<file path="config.mk">
export PLATFORM = sky130hd
export DESIGN_NAME = cache_refill_ctrl_flat
export DESIGN_NICKNAME = d
export VERILOG_FILES = /design/src/rtl/cache_refill_ctrl_if.sv /design/src/rtl/cache_refill_ctrl.sv /design/src/flat_wrapper.sv
export SDC_FILE = /design/constraint.sdc
export NUM_CORES = 1
export LEC_CHECK = 0
export BUFFER_PORTS_ARGS = -buffer_cell sky130_fd_sc_hd__buf_4
export CAP_MARGIN = 20
export CORE_AREA = 2 2 196 198
export CTS_CLUSTER_DIAMETER = 50
export CTS_CLUSTER_SIZE = 16
export DETAILED_ROUTE_END_ITERATION = 7
export DIE_AREA = 0 0 198 200
export SLEW_MARGIN = 30
export SYNTH_ARGS = -nofsm -noshare
export SYNTH_HDL_FRONTEND = slang
export SYNTH_SLANG_ARGS = --single-unit
</file>
<file path="constraint.sdc">
create_clock -name clk -period 9.2 [get_ports clk]
set_clock_uncertainty 0.15 [all_clocks]
set_input_delay 1.84 -clock clk [delete_from_list [all_inputs] [get_ports clk]]
set_output_delay 1.84 -clock clk [all_outputs]
set_load 0.01 [all_outputs]
</file>
<file path="src/rtl/cache_refill_ctrl_if.sv">
// Memory-bus side of the refill controller: victim writeback, line-read request and read return.
interface cache_refill_ctrl_if;
    logic        wb_addr_valid;
    logic [31:0] wb_addr;
    logic        wb_addr_ready;
    logic        wb_data_valid;
    logic [31:0] wb_data;
    logic        wb_data_last;
    logic        wb_data_ready;
    logic        rd_req_valid;
    logic [31:0] rd_req_addr;
    logic        rd_req_ready;
    logic        ret_valid;
    logic [31:0] ret_data;
    logic        ret_last;

    modport master (
        output wb_addr_valid, wb_addr, wb_data_valid, wb_data, wb_data_last,
               rd_req_valid, rd_req_addr,
        input  wb_addr_ready, wb_data_ready, rd_req_ready, ret_valid, ret_data, ret_last
    );

    modport slave (
        input  wb_addr_valid, wb_addr, wb_data_valid, wb_data, wb_data_last,
               rd_req_valid, rd_req_addr,
        output wb_addr_ready, wb_data_ready, rd_req_ready, ret_valid, ret_data, ret_last
    );
endinterface

</file>
<file path="src/rtl/cache_refill_ctrl.sv">
// Cache miss handler: captures the PLRU victim, writes it back if dirty, refills the line
// from the memory bus and marks the refilled way most-recently-used.
module cache_refill_ctrl #(
    parameter int ASSOC_NUM    = 2,
    parameter int LINE_WORDS   = 8,
    parameter int INDEX_WIDTH  = 7,
    parameter int OFFSET_WIDTH = 5,
    parameter int TAG_WIDTH    = 20,
    localparam int WAY_W       = $clog2(ASSOC_NUM),
    localparam int CNT_W       = $clog2(LINE_WORDS)
) (
    input  logic                     clk,
    input  logic                     reset,
    input  logic                     miss_valid,
    input  logic [31:0]              miss_addr,
    output logic                     miss_ready,
    input  logic [WAY_W-1:0]         plru,
    input  logic [TAG_WIDTH-1:0]     victim_tag,
    input  logic                     victim_dirty,
    input  logic [LINE_WORDS*32-1:0] victim_line,
    cache_refill_ctrl_if.master      bus,
    output logic                     refill_we,
    output logic [WAY_W-1:0]         refill_way,
    output logic [INDEX_WIDTH-1:0]   refill_index,
    output logic [CNT_W-1:0]         refill_word,
    output logic [31:0]              refill_data,
    output logic                     tag_we,
    output logic                     repl_update,
    output logic [ASSOC_NUM-1:0]     repl_hit
);

    localparam logic [2:0] IDLE    = 3'd0;
    localparam logic [2:0] WB_ADDR = 3'd1;
    localparam logic [2:0] WB_DATA = 3'd2;
    localparam logic [2:0] RD_REQ  = 3'd3;
    localparam logic [2:0] RD_DATA = 3'd4;
    localparam logic [2:0] DONE    = 3'd5;

    logic [2:0]             state;
    logic [CNT_W-1:0]       cnt;
    logic [CNT_W-1:0]       cnt_inc;
    logic                   cnt_last;
    logic [WAY_W-1:0]       way_q;
    logic [TAG_WIDTH-1:0]   tag_q;
    logic [TAG_WIDTH-1:0]   vtag_q;
    logic [INDEX_WIDTH-1:0] index_q;
    logic [31:0]            line_q [LINE_WORDS];

    assign cnt_last = (cnt == CNT_W'(LINE_WORDS - 1));
    assign cnt_inc  = cnt_last ? '0 : cnt + 1'b1;

    always_ff @(posedge clk) begin
        if (reset) begin
            state <= IDLE;
            cnt   <= '0;
        end else begin
            case (state)
                IDLE: begin
                    cnt <= '0;
                    if (miss_valid)
                        state <= victim_dirty ? WB_ADDR : RD_REQ;
                end
                WB_ADDR: begin
                    cnt <= '0;
                    if (bus.wb_addr_ready)
                        state <= WB_DATA;
                end
                WB_DATA: begin
                    if (bus.wb_data_ready) begin
                        cnt <= cnt_inc;
                        if (cnt_last)
                            state <= RD_REQ;
                    end
                end
                RD_REQ: begin
                    cnt <= '0;
                    if (bus.rd_req_ready)
                        state <= RD_DATA;
                end
                RD_DATA: begin
                    if (bus.ret_valid) begin
                        cnt <= cnt_inc;
                        if (bus.ret_last)
                            state <= DONE;
                    end
                end
                DONE:    state <= IDLE;
                default: state <= IDLE;
            endcase
        end
    end

    // Miss context is captured once on acceptance and held for the whole transaction.
    always_ff @(posedge clk) begin
        if (state == IDLE && miss_valid) begin
            way_q   <= plru;
            tag_q   <= miss_addr[31 -: TAG_WIDTH];
            index_q <= miss_addr[OFFSET_WIDTH +: INDEX_WIDTH];
            vtag_q  <= victim_tag;
            for (int unsigned i = 0; i < LINE_WORDS; i++)
                line_q[i] <= victim_line[i*32 +: 32];
        end
    end

    assign miss_ready        = (state == IDLE);

    assign bus.wb_addr_valid = (state == WB_ADDR);
    assign bus.wb_addr       = {vtag_q, index_q, {OFFSET_WIDTH{1'b0}}};
    assign bus.wb_data_valid = (state == WB_DATA);
    assign bus.wb_data       = line_q[cnt];
    assign bus.wb_data_last  = (state == WB_DATA) && cnt_last;
    assign bus.rd_req_valid  = (state == RD_REQ);
    assign bus.rd_req_addr   = {tag_q, index_q, {OFFSET_WIDTH{1'b0}}};

    assign refill_we    = (state == RD_DATA) && bus.ret_valid;
    assign refill_way   = way_q;
    assign refill_index = index_q;
    assign refill_word  = cnt;
    assign refill_data  = bus.ret_data;
    assign tag_we       = refill_we && bus.ret_last;

    assign repl_update  = (state == DONE);
    assign repl_hit     = (state == DONE) ? ({{(ASSOC_NUM-1){1'b0}}, 1'b1} << way_q) : '0;

endmodule

</file>
<file path="src/flat_wrapper.sv">
// flat-port wrapper written by rule: the top's interface ports become plain ports
module cache_refill_ctrl_flat 
#(
    parameter int ASSOC_NUM    = 2,
    parameter int LINE_WORDS   = 8,
    parameter int INDEX_WIDTH  = 7,
    parameter int OFFSET_WIDTH = 5,
    parameter int TAG_WIDTH    = 20,
    localparam int WAY_W       = $clog2(ASSOC_NUM),
    localparam int CNT_W       = $clog2(LINE_WORDS)
)
  (clk, reset, miss_valid, miss_addr, miss_ready, plru, victim_tag, victim_dirty, victim_line, refill_we, refill_way, refill_index, refill_word, refill_data, tag_we, repl_update, repl_hit, bus_wb_addr_valid, bus_wb_addr, bus_wb_data_valid, bus_wb_data, bus_wb_data_last, bus_rd_req_valid, bus_rd_req_addr, bus_wb_addr_ready, bus_wb_data_ready, bus_rd_req_ready, bus_ret_valid, bus_ret_data, bus_ret_last);
  cache_refill_ctrl_if bus_i ();
  input  logic clk;
  input  logic reset;
  input  logic miss_valid;
  input  logic [31:0] miss_addr;
  output logic miss_ready;
  input  logic [WAY_W-1:0] plru;
  input  logic [TAG_WIDTH-1:0] victim_tag;
  input  logic victim_dirty;
  input  logic [LINE_WORDS*32-1:0] victim_line;
  output logic refill_we;
  output logic [WAY_W-1:0] refill_way;
  output logic [INDEX_WIDTH-1:0] refill_index;
  output logic [CNT_W-1:0] refill_word;
  output logic [31:0] refill_data;
  output logic tag_we;
  output logic repl_update;
  output logic [ASSOC_NUM-1:0] repl_hit;
  output wire logic [$bits(bus_i.wb_addr_valid)-1:0] bus_wb_addr_valid;
  output wire logic [$bits(bus_i.wb_addr)-1:0] bus_wb_addr;
  output wire logic [$bits(bus_i.wb_data_valid)-1:0] bus_wb_data_valid;
  output wire logic [$bits(bus_i.wb_data)-1:0] bus_wb_data;
  output wire logic [$bits(bus_i.wb_data_last)-1:0] bus_wb_data_last;
  output wire logic [$bits(bus_i.rd_req_valid)-1:0] bus_rd_req_valid;
  output wire logic [$bits(bus_i.rd_req_addr)-1:0] bus_rd_req_addr;
  input wire logic [$bits(bus_i.wb_addr_ready)-1:0] bus_wb_addr_ready;
  input wire logic [$bits(bus_i.wb_data_ready)-1:0] bus_wb_data_ready;
  input wire logic [$bits(bus_i.rd_req_ready)-1:0] bus_rd_req_ready;
  input wire logic [$bits(bus_i.ret_valid)-1:0] bus_ret_valid;
  input wire logic [$bits(bus_i.ret_data)-1:0] bus_ret_data;
  input wire logic [$bits(bus_i.ret_last)-1:0] bus_ret_last;
  assign bus_wb_addr_valid = bus_i.wb_addr_valid;
  assign bus_wb_addr = bus_i.wb_addr;
  assign bus_wb_data_valid = bus_i.wb_data_valid;
  assign bus_wb_data = bus_i.wb_data;
  assign bus_wb_data_last = bus_i.wb_data_last;
  assign bus_rd_req_valid = bus_i.rd_req_valid;
  assign bus_rd_req_addr = bus_i.rd_req_addr;
  assign bus_i.wb_addr_ready = bus_wb_addr_ready;
  assign bus_i.wb_data_ready = bus_wb_data_ready;
  assign bus_i.rd_req_ready = bus_rd_req_ready;
  assign bus_i.ret_valid = bus_ret_valid;
  assign bus_i.ret_data = bus_ret_data;
  assign bus_i.ret_last = bus_ret_last;
  cache_refill_ctrl #(.ASSOC_NUM(ASSOC_NUM), .LINE_WORDS(LINE_WORDS), .INDEX_WIDTH(INDEX_WIDTH), .OFFSET_WIDTH(OFFSET_WIDTH), .TAG_WIDTH(TAG_WIDTH)) u_core (.clk(clk), .reset(reset), .miss_valid(miss_valid), .miss_addr(miss_addr), .miss_ready(miss_ready), .plru(plru), .victim_tag(victim_tag), .victim_dirty(victim_dirty), .victim_line(victim_line), .bus(bus_i), .refill_we(refill_we), .refill_way(refill_way), .refill_index(refill_index), .refill_word(refill_word), .refill_data(refill_data), .tag_we(tag_we), .repl_update(repl_update), .repl_hit(repl_hit));
endmodule
</file>
# After elaboration in Yosys (flattened, before gate mapping)

Memory sizes are Yosys's and may differ from the RTL's. A register that Yosys moved wholly into a read port is not among the register bits.
Cells that the tools add are included.
Widths: inputs -> output; s select.

Flip-flop bits (word level): 54
Bits in writable memories: 256
Input port bits: 350
Output and inout bits: 149
Logic and storage cells: 49
Memories kept: 1

Memories:

| memory        | words | bits a word | rd ports | clocked after memory_dff | wr ports | line                    | text |
|---|---|---|---|---|---|---|---|
| u_core.line_q | 8     | 32          | 1        | 1                        | 8        | cache_refill_ctrl.sv:47 | `logic [31:0] line_q [LINE_WORDS];` |

Add/subtract/negate cells: 1
Equality and inequality tests: 13
Shifts and indexed selects: 1
Muxes and demuxes: 18
Reductions and logical operators: 9

Operators with widths:

| kind                | number |
|---|---|
| $mux 3              | 12 |
| $pmux 3 s5          | 1 |
| $eq 3x3->1 const B  | 3 |
| $pmux 3 s3          | 1 |
| $ne 2x1->1 const B  | 4 |
| $reduce_and 7->1    | 1 |
| $eq 3x2->1 const B  | 2 |
| $ne 2x2->1 const B  | 3 |
| $logic_and 1x1->1   | 4 |
| $mux 2              | 2 |
| $add 3x1->3 const B | 1 |
| $eq 3x1->1 const B  | 1 |
| $logic_not 3->1     | 1 |
| $reduce_and 3->1    | 1 |
| $reduce_bool 3->1   | 1 |
| $reduce_or 3->1     | 1 |
| $mux 1              | 2 |
| $shl 1x1->2 const A | 1 |

# Longest topological paths before layout

Gate-level depths: netlist of the first run.

Depth after elaboration: 6
Mapped depth: 6
Gate-level depth less buffers: 6

# Worst setup path after synthesis of the first run

No wires, ideal clock.

Path kind: input-to-reg
From: in miss_valid
To: mem u_core.line_q[0][0] (enable)
Setup time: 703 ps
Arrival time: 8696 ps
Required time: 8347 ps
Path slack: -348 ps
Cell stages on the path: 1
Path buffers: 0
Cell sequence: and2_1

RTL lines:

| item        | line                    | text |
|---|---|---|
| from (decl) | flat_wrapper.sv:16      | `input logic miss_valid;` |
| to (decl)   | cache_refill_ctrl.sv:47 |  |

==> impl_metrics.toml, run 1 <==
[outcome]
status = "completed"

[clocking]
cts_buffers = 39
cts_root_buf = "clkbuf_16"
path_clk_slew_ns = 0.06
post-cts-setup-buffers = 0
clkSinkCount = 313
hold_buffers = 0
htreeDepth = 2
cts_buffer_depth = 3
cts_tree = "done"
insertion_delay_ns = 0.54
cts_resized = 0

[timing]
worst_pin_slew_ns = 0.9138
final.setup.tns_ns = 0
hold_viol_final = 0
fmax_ghz = 0.1976
rsz0062_at_grt = "false"
finalMaxSlewViolations = 0
hold_slack_ns = 0.3525
period_share_pct = 55.01
worst_slack_ns = 4.139
period_minus_slack_ns = 5.061
max_slew_margin_pct = 39.08
setup_violations = 0

[critical_path]
cp.required_ns = 7.21
worstPathMaxFanout = 40
worstPathArrival_ns = 3.07
cp-end-kind = "primary output"
setup.worst_path.start_class = "flop"
crit_type = "flop to primary output"

[pwr]
pwr-share-seq_pct = 47.1
internal-power_w = 0.003083
switching_share_pct = 25.31
finalPower_w = 0.004127
p_comb_share_pct = 15.8
vdd_drop_max_mv = 0.1717
power.density_mw_per_mm2 = 245.1
clockPowerShare_pct = 37.0
p_sw_w = 0.001045
power_leakage_nw = 6.419

[logic_synthesis]
synthArstFlopShare_pct = 0
syn_inst = 545
synthTopCellsByCount = "edfxtp_1 (304), buf_4 (56), mux4_1 (40)"
ys_types = 32
ys_ff_latch = 313
yosys-top-cells-area = "edfxtp_1 (75%), mux4_1 (8.6%), mux4_2 (4.4%)"
synth_flop_cell = "edfxtp_1"
yosys_warnings = 0
synth.top_cell.area_share_pct = 75.00
yosysMostFrequentCell = "edfxtp_1"
yosysTopAreaCell = "edfxtp_1"
synth_edf_count = 304
synth_area_per_cell_um2 = 22.33
syn_area_mm2 = 0.01217
ys_seq_area_share_pct = 76.48

[placement]
pre_cts_slack_ns = 4.599
dp_hpwl_mm = 20.39
routabilityCongestion = 0.7426
postPlaceCellArea_mm2 = 0.01550
port_buffers = 419

[detailed_routing]
drtPass1Iterations = 4
drtAntennaViolNets = 0
drtIter0Drc = 235
wl_per_cell_um = 19.45
wirelength_mm = 28.90
vias = 6591
vias_per_cell = 4.435
route.detailed.drc = 0

[floorplanning]
die_w_um = 198
dieArea_mm2 = 0.03960
initial_utilization_pct = 32.54
rows = 71
die_h_um = 200
core-area_mm2 = 0.03740
io_pins = 499

[global_routing]
grt_max_degree = 85
grt_pass1_wl_mm = 41.22
grt_overflow = 0
antenna_found_initial = 5
track_usage_pct = 14.15
grt_pass1_vias = 6988

[finish]
area_growth_pct = 38.37
design_area_mm2 = 0.01684
final_nets = 1294
drive_above_1_share_pct = 57.04
regArea_mm2 = 0.009318
multi_input_area_mm2 = 0.002322
n_fill_cell = 3229

[min_path]
hp-class = "flop to flop"

[run]
drv_cap = 0
==> registers in the layout (all words and copies together) (netlist names), named ones only <==
register             cells
u_core.state             3
u_core.refill_way        1
u_core.refill_index      7
u_core.refill_word       3
u_core.vtag_q           20
u_core.line_q          256
u_core.tag_q            20
==> critical path, stage by stage (launching register included) <==
cell and delay [ns]:
dfxtp_4 0.65, buf_4 0.69, mux4_1 0.66, mux2_2 0.28, buf_4 0.14
==> per-stage QoR <==
step | std cells | util (%)
global placement | 1410 | 41.36
floorplan | 554 | -
detailed placement | 1411 | 41.45
global route | 1486 | 45.03
finish | 1486 | 45.03
CTS | 1483 | 44.96
==> worst paths after layout <==
path	start	endpoint	slack [ns]	cells past startpoint
setup / recovery	flop	bus_wb_data[9]	4.14	4
hold reg to reg	u_core.refill_word[1]$_SDFFE_PP0P_	flop	0.35	2
hold / removal	u_core.refill_word[1]$_SDFFE_PP0P_	flop	0.35	2
setup reg to reg	u_core.state[1]$_SDFFE_PP0P_	u_core.refill_index[1]$_DFFE_PP_	6.35	4
==> kinds of logic after synthesis <==
| family | Yosys count | share of synthesized area (%) |
|---|---|---|
| adder cells (fa/ha/maj) | 2 | 0.2056 |
| other | 1 | 0.03081 |
| multiplexers | 99 | 16.28 |
| flip-flops | 313 | 76.48 |
| AO/OA/AOI/OAI | 15 | 0.8122 |
| AND/OR/NAND/NOR | 34 | 1.450 |
| buffers and inverters | 81 | 4.739 |
==> metal layers <==
layer	up-vias	global-route usage (%)	wire length, µm
li1	3002	-	-
met1	3194	15.00	10190
met2	303	24.22	14630
met3	86	5.830	2845
met4	6	7.491	1195
met5	-	0	44
==> power groups by stage <==
stage                     Sequential, W  Combinational, W  Clock [W]
after CTS                       0.00195          0.000663    0.00158
after detailed placement        0.00198          0.000661          0
final                           0.00195          0.000653    0.00153
after floorplan                 0.00199          0.000385          0
after global placement          0.00198          0.000650          0
after global routing            0.00197          0.000711    0.00163
==> layout make-up <==
type                            count  area share [%]
Sequential cell                   313           55.32
Timing Repair Buffer              426           19.23
Multi-Input combinational cell    160           13.79
Clock buffer                       40           5.817
Tap cell                          511           3.796
Clock inverter                     32           1.976
Inverter                            2         0.04457
Antenna cell                        2         0.02972
==> cell usage in the layout, fill, tap and decap left out, types with 3 or more instances in the layout <==
cell type,count
clkbuf_16,39
buf_4,422
edfxtp_1,304
nand2b_1,4
mux4_1,40
mux2i_1,3
clkinvlp_4,4
mux2_2,32
clkinv_2,4
inv_8,4
inv_6,10
nand2_1,7
mux4_2,24
clkinv_8,3
dfxtp_1,6
a21oi_1,7
nand3_1,4
nor2b_1,3
conb_1,10
nor2_1,6
and3_1,3
No activity file was read; power rests on OpenSTA's default activity.
==> run 2: changes to the inputs <==
==> constraint.sdc (replaced) <==
create_clock -name clk -period 4.59 [get_ports clk]
set_clock_uncertainty 0.15 [all_clocks]
set_input_delay 0.918 -clock clk [delete_from_list [all_inputs] [get_ports clk]]
set_output_delay 0.918 -clock clk [all_outputs]
set_load 0.01 [all_outputs]
==> run 2 against run 1 <==
  * Cell area fell by 0.67%
  * Sequential power grew 99%
  * First-iteration DRC count decreased by 25%
  * Final cell count decreased by 0.47%
  * Highest routed layer unchanged
  * Count of clock-buffer cells in the layout fell by 2
  * Routed wire length down 1.9%
  * Critical path type unchanged
==> impl_metrics.toml, run 2 (synthesis gave the netlist of run 1 again) <==
[finish]
largest_reg_flops = 256
finish.utilization_pct = 44.73
n_antenna_cell = 0
drive_above_1_share_pct = 56.51
top_regs = "u_core.line_q x256, u_core.tag_q x20, u_core.vtag_q x20"
area_growth_pct = 37.45
mostFrequentLayoutCell = "buf_4"
mostFrequentLayoutCells = "buf_4 (423), edfxtp_1 (304), mux4_1 (40)"
top_register = "u_core.line_q"
final_nets = 1293

[timing]
fmax_ghz = 0.2707
worst_pin_slew_ns = 0.7449
period_share_pct = 80.49
worst_slack_ns = 0.8957
hold_viol_final = 0
max_slew_margin_pct = 50.34
final.setup.tns_ns = 0
setup_violations = 0
period_minus_slack_ns = 3.694
finalMaxSlewViolations = 0
rsz0062_at_grt = "false"

[floorplanning]
die_h_um = 200
die_w_um = 198
rows = 71
dieArea_mm2 = 0.03960
io_pins = 499
initial_utilization_pct = 32.54
core-area_mm2 = 0.03740

[critical_path]
setup.worst_path.start_class = "flop"
worstPathMaxFanout = 23
slowest_stage = "dfxtp_4"
crit_type = "flop to primary output"
critPathMaxStageDelay_ns = 0.64
cp-end-kind = "primary output"
cp.required_ns = 3.52
worstPathArrival_ns = 2.63
cp_cell_sequence = "buf_4 -> mux4_1 -> mux2_2 -> buf_4"
cp_common_cell = "buf_4"

[clocking]
cts_buffers = 36
clkSinkCount = 313
hold_buffers = 0
cts_tree = "done"
insertion_delay_ns = 0.53
cts_resized = 0
path_clk_slew_ns = 0.06
post-cts-setup-buffers = 0
cts_buffer_depth = 3
htreeDepth = 2
cts_root_buf = "clkbuf_16"

[outcome]
status = "completed"

[detailed_routing]
route.detailed.drc = 0
drtIter0Drc = 177
drtPass1Iterations = 4
drtAntennaViolNets = 0
vias = 6524
vias_per_cell = 4.411
wl_per_cell_um = 19.18
wirelength_mm = 28.36

[pwr]
pwr-share-seq_pct = 48.5
clockPowerShare_pct = 34.9
internal-power_w = 0.006024
vdd_drop_max_mv = 0.3247
p_comb_share_pct = 16.7
power.density_mw_per_mm2 = 479.5
power_leakage_nw = 6.356
switching_share_pct = 24.91
p_sw_w = 0.001999

[global_routing]
antenna_found_initial = 2
grt_overflow = 0
grt_pass1_wl_mm = 39.81
track_usage_pct = 13.81
grt_max_degree = 85
grt_pass1_vias = 6759

[placement]
routabilityCongestion = 0.7241
dp_hpwl_mm = 20.23
port_buffers = 419
pre_cts_slack_ns = 1.389

[min_path]
hp-class = "flop to flop"

[run]
drv_cap = 0
-- run 2: changes by cell type in the layout (fill, tap and decap cells not counted), sizes merged --
cell      previous run  this run
buf                426       428
bufinv               2         1
inv                 17        14
clkinv              11         8
diode                2         0
clkinvlp             4         6
clkbuf              40        38
-- run 2: path summary, 6_finish.rpt --
kind	from	end	slack, ns	depth (start not counted)
worst max-delay path	flop	bus_wb_data[17]	0.90	4
worst max register to register	u_core.state[1]$_SDFFE_PP0P_	u_core.refill_index[2]$_DFFE_PP_	2.10	3
worst min-delay path	u_core.refill_word[2]$_SDFFE_PP0P_	flop	0.35	2
worst min register to register	u_core.refill_word[2]$_SDFFE_PP0P_	flop	0.35	2
-- run 2: power groups by stage --
stage | sequential [W] | clock, W | combinational (W)
after floorplan | 0.00394 | 0 | 0.000774
after detailed placement | 0.00396 | 0 | 0.00137
final | 0.00389 | 0.00280 | 0.00134
after global routing | 0.00394 | 0.00301 | 0.00145
after CTS | 0.00390 | 0.00290 | 0.00137
after global placement | 0.00394 | 0 | 0.00135
-- run 2: final cells by class --
class	count	area (µm²)
Timing Repair Buffer	428	3276
Inverter	2	7.507
Sequential cell	313	9318
Fill cell	3241	20670
Tap cell	511	639.4
Clock buffer	38	929.6
Multi-Input combinational cell	160	2322
Clock inverter	27	237.7
-- run 2: critical path, delay by kind of cell, from the launching register on --
| kind | cells | cell delay, ns |
|---|---|---|
| multiplexers | 2 | 0.91 |
| buffers and inverters | 2 | 0.52 |
| flip-flops | 1 | 0.64 |
-- run 2: stage by stage --
step / area [µm²] / cells / power (W) / hold WS (ns)
floorplan: 12210 / 554 / 0.004718 / 0.3645
global placement: 15540 / 1413 / 0.005296 / 0.3473
detailed placement: 15560 / 1414 / 0.005326 / 0.3395
CTS: 16730 / 1479 / 0.008165 / 0.3494
global route: 16730 / 1479 / 0.008402 / 0.3607
finish: 16730 / 1479 / 0.008023 / 0.3487
-- run 2: routing by layer --
metal | vias to the layer above | GRT usage (%) | wire length (µm)
li1 | 2991 | - | -
met1 | 3156 | 14.75 | 9795
met2 | 306 | 24.11 | 14710
met3 | 69 | 6.149 | 2961
met4 | 2 | 5.263 | 878
met5 | - | 0 | 12
